`src/rtl/dma_mem_master.sv`:
```
// DMA initiator on the shared memory's DMA port: streams len words from src out on m_*,
// and writes len words taken from s_* to dst, sharing the single memory port between both.
module dma_mem_master #(
   parameter int RD_LAT     = 11,
   parameter int FIFO_DEPTH = 16,
   parameter int LEN_W      = 16
) (
   input  logic             clk,
   input  logic             rst,
   input  logic             start,
   input  logic [31:0]      src_addr,
   input  logic [31:0]      dst_addr,
   input  logic [LEN_W-1:0] len,
   output logic             busy,
   output logic             done,
   output logic             mem_en,
   output logic             mem_we,
   output logic [31:0]      mem_addr,
   output logic [31:0]      mem_wdata,
   input  logic [31:0]      mem_rdata,
   input  logic             mem_rd_ack,
   output logic [31:0]      m_tdata,
   output logic             m_tvalid,
   input  logic             m_tready,
   output logic             m_tlast,
   input  logic [31:0]      s_tdata,
   input  logic             s_tvalid,
   output logic             s_tready
);
   localparam int AW = (FIFO_DEPTH > 1) ? $clog2(FIFO_DEPTH) : 1;
   localparam int CW = AW + 1;
   localparam int SW = CW + 1;
   // Reads in flight are bounded by the return latency and by the buffer credit.
   localparam int OUTS_MAX = (RD_LAT + 1 < FIFO_DEPTH) ? RD_LAT + 1 : FIFO_DEPTH;
   localparam int OW = $clog2(OUTS_MAX + 1);

   typedef enum logic [1:0] {S_IDLE, S_RUN, S_DONE} state_t;

   state_t           r_state, w_state_nxt;
   logic [31:0]      r_src, r_dst;
   logic [LEN_W-1:0] r_len, r_rd_iss, r_wr_iss, r_rd_out;
   logic [OW-1:0]    r_outs;
   logic [31:0]      r_fifo [FIFO_DEPTH];
   logic [AW-1:0]    r_wptr, r_rptr;
   logic [CW-1:0]    r_count;
   logic             r_last_wr;

   logic w_accept, w_rd_gnt, w_wr_gnt, w_pop, w_credit, w_rd_elig, w_wr_elig;

   // Credit counts both buffered words and reads still in flight, so returns never overflow.
   assign w_credit  = ({1'b0, r_count} + SW'(r_outs)) < SW'(FIFO_DEPTH);
   assign w_rd_elig = (r_state == S_RUN) && (r_rd_iss < r_len) && w_credit;
   assign w_wr_elig = (r_state == S_RUN) && (r_wr_iss < r_len) && s_tvalid;
   assign w_pop     = m_tvalid && m_tready;

   always_ff @(posedge clk) begin
      if (rst) r_state <= S_IDLE;
      else     r_state <= w_state_nxt;
   end

   always_comb begin
      w_state_nxt = r_state;
      busy        = 1'b0;
      done        = 1'b0;
      w_accept    = 1'b0;
      w_rd_gnt    = 1'b0;
      w_wr_gnt    = 1'b0;
      case (r_state)
         S_IDLE: begin
            if (start) begin
               w_accept    = 1'b1;
               w_state_nxt = (len == '0) ? S_DONE : S_RUN;
            end
         end
         S_RUN: begin
            busy     = 1'b1;
            // On conflict the side that lost last time wins.
            w_rd_gnt = w_rd_elig && (!w_wr_elig || r_last_wr);
            w_wr_gnt = w_wr_elig && !w_rd_gnt;
            if (r_rd_out == r_len && r_wr_iss == r_len) w_state_nxt = S_DONE;
         end
         S_DONE: begin
            busy        = 1'b1;
            done        = 1'b1;
            w_state_nxt = S_IDLE;
         end
         default: w_state_nxt = S_IDLE;
      endcase
   end

   always_ff @(posedge clk) begin
      if (rst) begin
         r_rd_iss  <= '0;
         r_wr_iss  <= '0;
         r_rd_out  <= '0;
         r_outs    <= '0;
         r_wptr    <= '0;
         r_rptr    <= '0;
         r_count   <= '0;
         r_last_wr <= 1'b1;
      end else begin
         if (w_accept) begin
            r_rd_iss <= '0;
            r_wr_iss <= '0;
            r_rd_out <= '0;
         end else begin
            if (w_rd_gnt) r_rd_iss <= r_rd_iss + LEN_W'(1);
            if (w_wr_gnt) r_wr_iss <= r_wr_iss + LEN_W'(1);
            if (w_pop)    r_rd_out <= r_rd_out + LEN_W'(1);
         end
         case ({w_rd_gnt, mem_rd_ack})
            2'b10:   r_outs <= r_outs + OW'(1);
            2'b01:   r_outs <= r_outs - OW'(1);
            default: ;
         endcase
         if (mem_rd_ack) r_wptr <= r_wptr + AW'(1);
         if (w_pop)      r_rptr <= r_rptr + AW'(1);
         case ({mem_rd_ack, w_pop})
            2'b10:   r_count <= r_count + CW'(1);
            2'b01:   r_count <= r_count - CW'(1);
            default: ;
         endcase
         if (w_rd_elig && w_wr_elig) r_last_wr <= w_wr_gnt;
      end
   end

   always_ff @(posedge clk) begin
      if (w_accept) begin
         r_src <= src_addr;
         r_dst <= dst_addr;
         r_len <= len;
      end
      if (mem_rd_ack) r_fifo[r_wptr] <= mem_rdata;
   end

   assign mem_en    = w_rd_gnt || w_wr_gnt;
   assign mem_we    = w_wr_gnt;
   assign mem_addr  = w_rd_gnt ? r_src + (32'(r_rd_iss) << 2) :
                      w_wr_gnt ? r_dst + (32'(r_wr_iss) << 2) : 32'd0;
   assign mem_wdata = w_wr_gnt ? s_tdata : 32'd0;
   assign s_tready  = w_wr_gnt;

   assign m_tvalid  = (r_count != '0);
   assign m_tdata   = r_fifo[r_rptr];
   assign m_tlast   = m_tvalid && (r_rd_out == r_len - LEN_W'(1));

endmodule
```
`config.mk`:
```
export PLATFORM = sky130hd
export DESIGN_NAME = dma_mem_master
export DESIGN_NICKNAME = d
export VERILOG_FILES = /design/src/rtl/dma_mem_master.sv
export SDC_FILE = /design/constraint.sdc
export NUM_CORES = 1
export LEC_CHECK = 0
export ABC_CLOCK_PERIOD_IN_PS = 8600
export BUFFER_PORTS_ARGS = -buffer_cell sky130_fd_sc_hd__buf_4
export CAP_MARGIN = 20
export CORE_MARGIN = 4
export CORE_UTILIZATION = 45
export CTS_BUF_LIST = sky130_fd_sc_hd__clkbuf_16
export DETAILED_ROUTE_END_ITERATION = 8
export PLACE_DENSITY_LB_ADDON = 0.25
export SKIP_LAST_GASP = 1
export SYNTH_ARGS = -nofsm -noshare
export SYNTH_HDL_FRONTEND = slang
export SYNTH_SLANG_ARGS = --single-unit
```
`constraint.sdc`:
```
create_clock -name clk -period 8.6 [get_ports clk]
set_clock_uncertainty 0.1 [all_clocks]
set_input_delay 0.86 -clock clk [delete_from_list [all_inputs] [get_ports clk]]
set_output_delay 0.86 -clock clk [all_outputs]
set_load 0.02 [all_outputs]
```
* Word-level counts from Yosys, hierarchy flattened
Memories as Yosys holds them, arrays and structs flattened. A register that Yosys moved wholly into a read port is not among the register bits.
Index checks and enable logic that the tools add are counted.
** Word-level totals
- Bits of input ports :: 150
- Register bits :: 148
- Latch bits :: 0
- Memory bits (read-only) :: 0
- Output and inout bits :: 103
- RAM bits :: 512
- Memories kept :: 1
** Memory list
- r_fifo :: words 16, bits a word 32, rd ports 1, clocked after Yosys merged registers in 1, wr ports 1, line 43 : logic [31:0] r_fifo [FIFO_DEPTH];
** Operators by class
- Add/subtract/negate cells :: 13
- Shifts and indexed selects :: 0
- Multiply operators :: 0
- Div/mod/pow operators :: 0
- Reductions and logical operators :: 22
- Bitwise gates (word level) :: 0
- Equal/unequal tests :: 11
- Mux-type cells :: 19
- $lt $le $gt $ge :: 3
** Operator list (number)
- 32-bit 2-to-1 mux :: 3
- 32-bit by 18-bit adder with 32-bit output :: 2
- 16-bit by 1-bit adder with 16-bit output (second input constant) :: 3
- 16-bit equality test :: 3
- 16-bit < comparator :: 2
- 16-bit zero test :: 1
- 16-bit by 1-bit subtractor with 16-bit output (second input constant) :: 1
- 4-bit by 1-bit adder with 4-bit output (second input constant) :: 3
- 1-bit logical AND :: 10
- 5-bit one-hot mux with 2 select lines :: 1
- 1-bit 2-to-1 mux :: 8
- 4-bit 2-to-1 mux :: 2
- 4-bit one-hot mux with 2 select lines :: 1
- 5-bit by 4-bit adder with 6-bit output :: 1
- 2-bit by 1-bit equality test with 1-bit output (second input constant) :: 3
- 2-bit equality test (second input constant) :: 3
- 6-bit by 5-bit < comparator with 1-bit output (second input constant) :: 1
- 2-bit 2-to-1 mux :: 3
- 5-bit by 1-bit adder with 5-bit output (second input constant) :: 1
- 5-bit nonzero test :: 1
- 5-bit by 1-bit subtractor with 5-bit output (second input constant) :: 1
- 2-bit one-hot mux with 2 select lines :: 1
- 2-bit nonzero test :: 2
- 2-bit OR reduction :: 2
- 7 further kinds :: 9

* Logic depth before layout (Yosys ltp)
- Depth after elaboration :: 11
- Gate-level depth with buffers :: 18
- Depth with buffers taken out :: 15

* Least setup slack after synthesis
No wires, ideal clock.
- Path kind :: input to register
- Start point :: input start
- End point :: register r_rd_out[15]
- Setup slack :: 3.554 ns
- Setup time :: 0.128 ns
- Buffers on the path :: 3
- Data arrival time :: 4.819 ns
- Cell stages on the path :: 6
- Data required time :: 8.372 ns
- Path through :: and2_0 or2_2 clkbuf_1 clkbuf_1 clkbuf_1 nor2_1
** On the way
- Word-level cells in the longest chain between the ends :: 3
** Ends and longest elaborated chain
- start: declaration :: line 10 : input logic start,
- 1-bit 2-to-1 mux :: line 70 : if (start) begin
- 1-bit 2-to-1 mux :: line 68 : case (r_state)
- 2-bit OR reduction (no line)
- end signal: assignment :: line 109 : if (w_pop) r_rd_out <= r_rd_out + LEN_W'(1);
- end: declaration :: line 41 : logic [LEN_W-1:0] r_len, r_rd_iss, r_wr_iss, r_rd_out;
Every way passes these cells.
A chain may end at the register's enable or synchronous reset.

* Worst setup path in the final report
- Start point :: register r_len[9]
- End point :: output mem_addr[29]
** On the way
- Word-level cells in the longest chain between the ends :: 11
- Elaborated cells on any way between the ends :: 15
- Those cells by class :: order compare: 2; mux: 4; reduce/logical: 9
** Ends and longest elaborated chain
- start: declaration :: line 41
- start signal: assignment :: line 131 : r_len <= len;
- 16-bit < comparator :: line 53 : assign w_wr_elig = (r_state == S_RUN) && (r_wr_iss < r_len) && s_tvalid;
- 1-bit logical AND (2 in a row) :: line 53
- 1-bit zero test :: line 78 : w_rd_gnt = w_rd_elig && (!w_wr_elig || r_last_wr);
- 1-bit logical OR :: line 78
- 1-bit logical AND :: line 78
- 1-bit zero test :: line 79 : w_wr_gnt = w_wr_elig && !w_rd_gnt;
- 1-bit logical AND :: line 79
- 1-bit 2-to-1 mux :: line 68
- 32-bit 2-to-1 mux :: line 139 : w_wr_gnt ? r_dst + (32'(r_wr_iss) << 2) : 32'd0;
- 32-bit 2-to-1 mux * :: line 138 : assign mem_addr = w_rd_gnt ? r_src + (32'(r_rd_iss) << 2) :
- end: declaration :: line 18 : output logic [31:0] mem_addr,
Mark *: on every way between the ends. The rest lies on a longest branch, timed or not.

==> summary.md <==
| Metric | Value |
|---|---|
| Status | `finished clean` |
| Site row count | `92` |
| Worst r2r dst | `r_outs[2]$_SDFFE_PP0P_` |
| Post-synth ARST share | `0` |
| Syn Std Cell Area | `29100 um^2` |
| Detailed Routing Iterations Pass 1 | `6` |
| Largest fanout on the critical path | `45` |
| Count of different cell masters after synthesis | `73` |
| Worst reg2reg path depth | `16` |
| CP Cell Sequence | `inv_1 -> ha_1 -> and3_1 -> a221o_1 -> a221o_1 -> nor4_4 -> nor3_4 -> buf_4 -> inv_4 -> nor3_1 -> or3b_1 -> buf_4` |
| Post-synthesis sequential area ratio | `0.661` |
| Cts repair resizes | `0` |
| Setup violations, final | `0` |
| Yosys warns | `0` |
| Leakage power | `around 12 nW` |
| Post-Synth XOR/XNOR Area | `0.0319` |
| Vias | `approximately 17000` |
| Crit start category | `flip-flop` |
| HPWL after detailed placement | `between 40000 and 50000 um` |
| Max-cap violations | `0` |
| Req. time, crit path | `7640 ps` |
| Crit. Startpoint | `r_len[9]$_DFFE_PP_` |
| Residual DRC | `0` |
| IO Port Bufs | `approximately 250` |
| Mux share of post-synthesis cell area | `0.127` |
| Global-route wire length before repair | `106000 um` |
| Max incr delay on CP | `590 ps` |
| Setup Buffers After CTS | `0` |
| Largest net degree at the start of global routing | `85` |
| Fin. Hold Viols | `0` |
| Hold buffer count at cts | `0` |
| Placer Congestion | `about 0.89` |
| Initial DRC Count | `1520` |
| Antenna violations before repair | `3` |
| Final WS setup | `3290 ps` |
| Area Overhead vs Synth | `17.4%` |
| Tightest Pin Transition | `1020 ps` |
| Antenna Nets Post-Route | `0` |
| H-tree levels | `3` |
| Slew Limit Fails | `0` |
| Buf+Inv Stages, Crit Path | `4` |
| Drt wl/cell | `24.1 um` |
| Vias in the first global route | `17200` |
| TritonCTS clock tree | `built` |
| Die width | `~260 um` |
| Core Region | `about 64000 um^2` |
| Worst r2r src | `r_len[9]$_DFFE_PP_` |
| Worst-path clk slew | `60 ps` |
| Primary FF master, synth | `edfxtp_1` |
| Register area | `just under 20000 um^2` |
| Clock sinks | `664` |
| DRT Wirelength | `around 70000 um` |
| Worst-skew pair later-pin latency | `610 ps` |
| Min Clock Period, post-route | `5310 ps` |
| CP arrival | `4350 ps` |
| Crit path capture | `mem_addr[29]` |
| Slowest-stage cell, CP | `edfxtp_1` |
| Hold Crit Class | `input pin to flip-flop` |
| Syn_nets | `roughly 2000` |
| Final nets | `2279` |
| Seq cells post-synth | `664` |
| Area of the multi-input gates | `9390 um^2` |
| Mean Syn Cell Area | `16.5 um^2` |
| Share of cells above drive strength 1 | `0.270` |
| Post-synth EDFFs | `between 500 and 600` |
| GR Overflow Total | `0` |
| Initial core utilization | `0.457` |
| I/O pin total | `253` |
| Root Buffer | `clkbuf_16` |
| Post-Synth Adder-Cell Area | `0.0387` |
| Fill cells | `5090` |
| Die area | `68700 um^2` |
| TNS Setup | `0 ps` |
| Post-Syn Instances | `around 1800` |
| WP depth | `12` |
| WS Path Type | `flip-flop to output port` |
| RSZ-0062 raised after global routing | `no` |
| Number of buffers created by CTS | `70` |
| Post-synthesis simple-gate area fraction | `0.0706` |
| Slew Limit Headroom | `0.312` |
| Drt via density | `5.74` |
| Die Ht | `262 um` |
| Maximum vdd drop | `0.138 mV` |
| Clk buf depth | `3` |
| FF-to-FF setup slack | `3940 ps` |
| Total track usage | `0.205` |
| Max frequency | `188 MHz` |
| Post-layout total power | `7.81 mW` |
| Synth Area in Compound Gates | `0.0536` |
| Fin crit share | `0.618` |
| Pwr dens | `229 nW/um^2` |
| CP top delay family | `simple AND/OR/NAND/NOR gates` |
| Main combinational cell family by area after synthesis | `multiplexers` |
| Crit. End Element | `output port` |
| Post-place setup slack | `about 3900 ps` |
-- cells in the mapped netlist, drive strengths merged, types with 27 or more instances --
cell type	number	area (um^2)
a21oi	57	285
and2	55	344
clkbuf	48	180
dfxtp	72	1440
edfxtp	592	17800
ha	85	1060
inv	48	183
mux4	160	3600
nand2	62	233
nor2	81	304
nor3	27	151
o21ai	38	190
xnor2	53	464
xor2	53	464
-- per-stage QoR --
step	instance area (um^2)	instances	hold WS, ps	util
detailed placement	31900	2814	381	0.503
floorplan	29100	1765	349	-
CTS	34100	2937	287	0.537
finish	34100	2940	324	0.537
global route	34100	2939	297	0.537
global placement	31900	2814	362	0.503
-- state kept, by name, summed over array words and instances, names as in the netlist, named ones only --
name	flops
r_last_wr	1
r_outs	4
r_wr_iss	16
r_state	2
r_rd_out	16
r_wptr	4
r_src	32
r_len	16
r_count	5
r_dst	32
r_fifo	512
r_rd_iss	16
r_rptr	4
-- power by group --
part	switching (mW)	internal (mW)	leakage, nW	total (mW)
Combinational	0.631	0.601	4.77	1.23
Clock	1.23	1.61	1.10	2.85
Sequential	0.115	3.62	5.97	3.73
Total	1.98	5.83	11.8	7.81
-- per-layer routing --
layer  GRT usage  vias to the layer above  routed length, um
met3      0.0418                      120               4860
met2       0.341                      597              35400
met1       0.277                     8553              28800
met4      0.0572                        4               1930
li1            -                     7607                  -
met5           0                        -                 28
-- layout make-up --
type	instances	area share
sequential	664	0.564
antenna	2	0.000147
timing repair buffer	277	0.0613
inverter	48	0.00535
multi-input combinational	980	0.275
clock inverter	53	0.0120
clock buffer	70	0.0513
tap	846	0.0310
-- layout by cell type (no fill, tap or decap), drive strengths merged, types with 9 or more instances in the layout --
cell    count
edfxtp    592
and2       55
clkbuf     70
o31ai      14
and3       24
buf       277
clkinv     27
mux4      160
nor2       81
xor2       53
nand3      26
dfxtp      72
o21a       12
mux2i       9
inv        65
o22ai      19
nand4      26
a31oi      10
o21ai      38
ha         85
a21oi      57
xnor2      53
nand2      62
nor3       27
a21o       17
or3        16
nor4       20
o211ai     13
-- logic make-up after synthesis --
logic type / count (synthesis)
buffers and inverters: 121
XOR/XNOR: 106
AND/OR/NAND/NOR: 382
flip-flops: 664
AO/OA/AOI/OAI: 234
adder cells (fa/ha/maj): 88
multiplexers: 170
-- worst reg2reg max path, cell delays in order (launching register included) --
cell	delay [ps]
edfxtp_1	590
inv_1	140
ha_1	310
and3_1	180
a221o_1	340
a221o_1	360
nor4_4	510
nor3_4	40
buf_4	230
inv_4	410
ha_1	360
xor2_1	180
ha_1	180
a21oi_1	50
xor2_1	160
or3_1	310
a21oi_1	140
-- how the worst min path moves through the flow --
stage                            start                 endpoint  slack (ps)  depth (start not counted)
2_1_floorplan  r_state[0]$_SDFFE_PP0P_  r_state[0]$_SDFFE_PP0P_         350                          2
3_3_place_gp   r_state[0]$_SDFFE_PP0P_  r_state[0]$_SDFFE_PP0P_         360                          2
3_5_place_dp   r_state[0]$_SDFFE_PP0P_  r_state[0]$_SDFFE_PP0P_         380                          2
4_1_cts                    src_addr[0]       r_src[0]$_DFFE_PP_         290                          1
5_1_grt                   src_addr[26]      r_src[26]$_DFFE_PP_         300                          1
6_report                   dst_addr[7]       r_dst[7]$_DFFE_PP_         320                          1
Power figures use the tool's default switching activity.
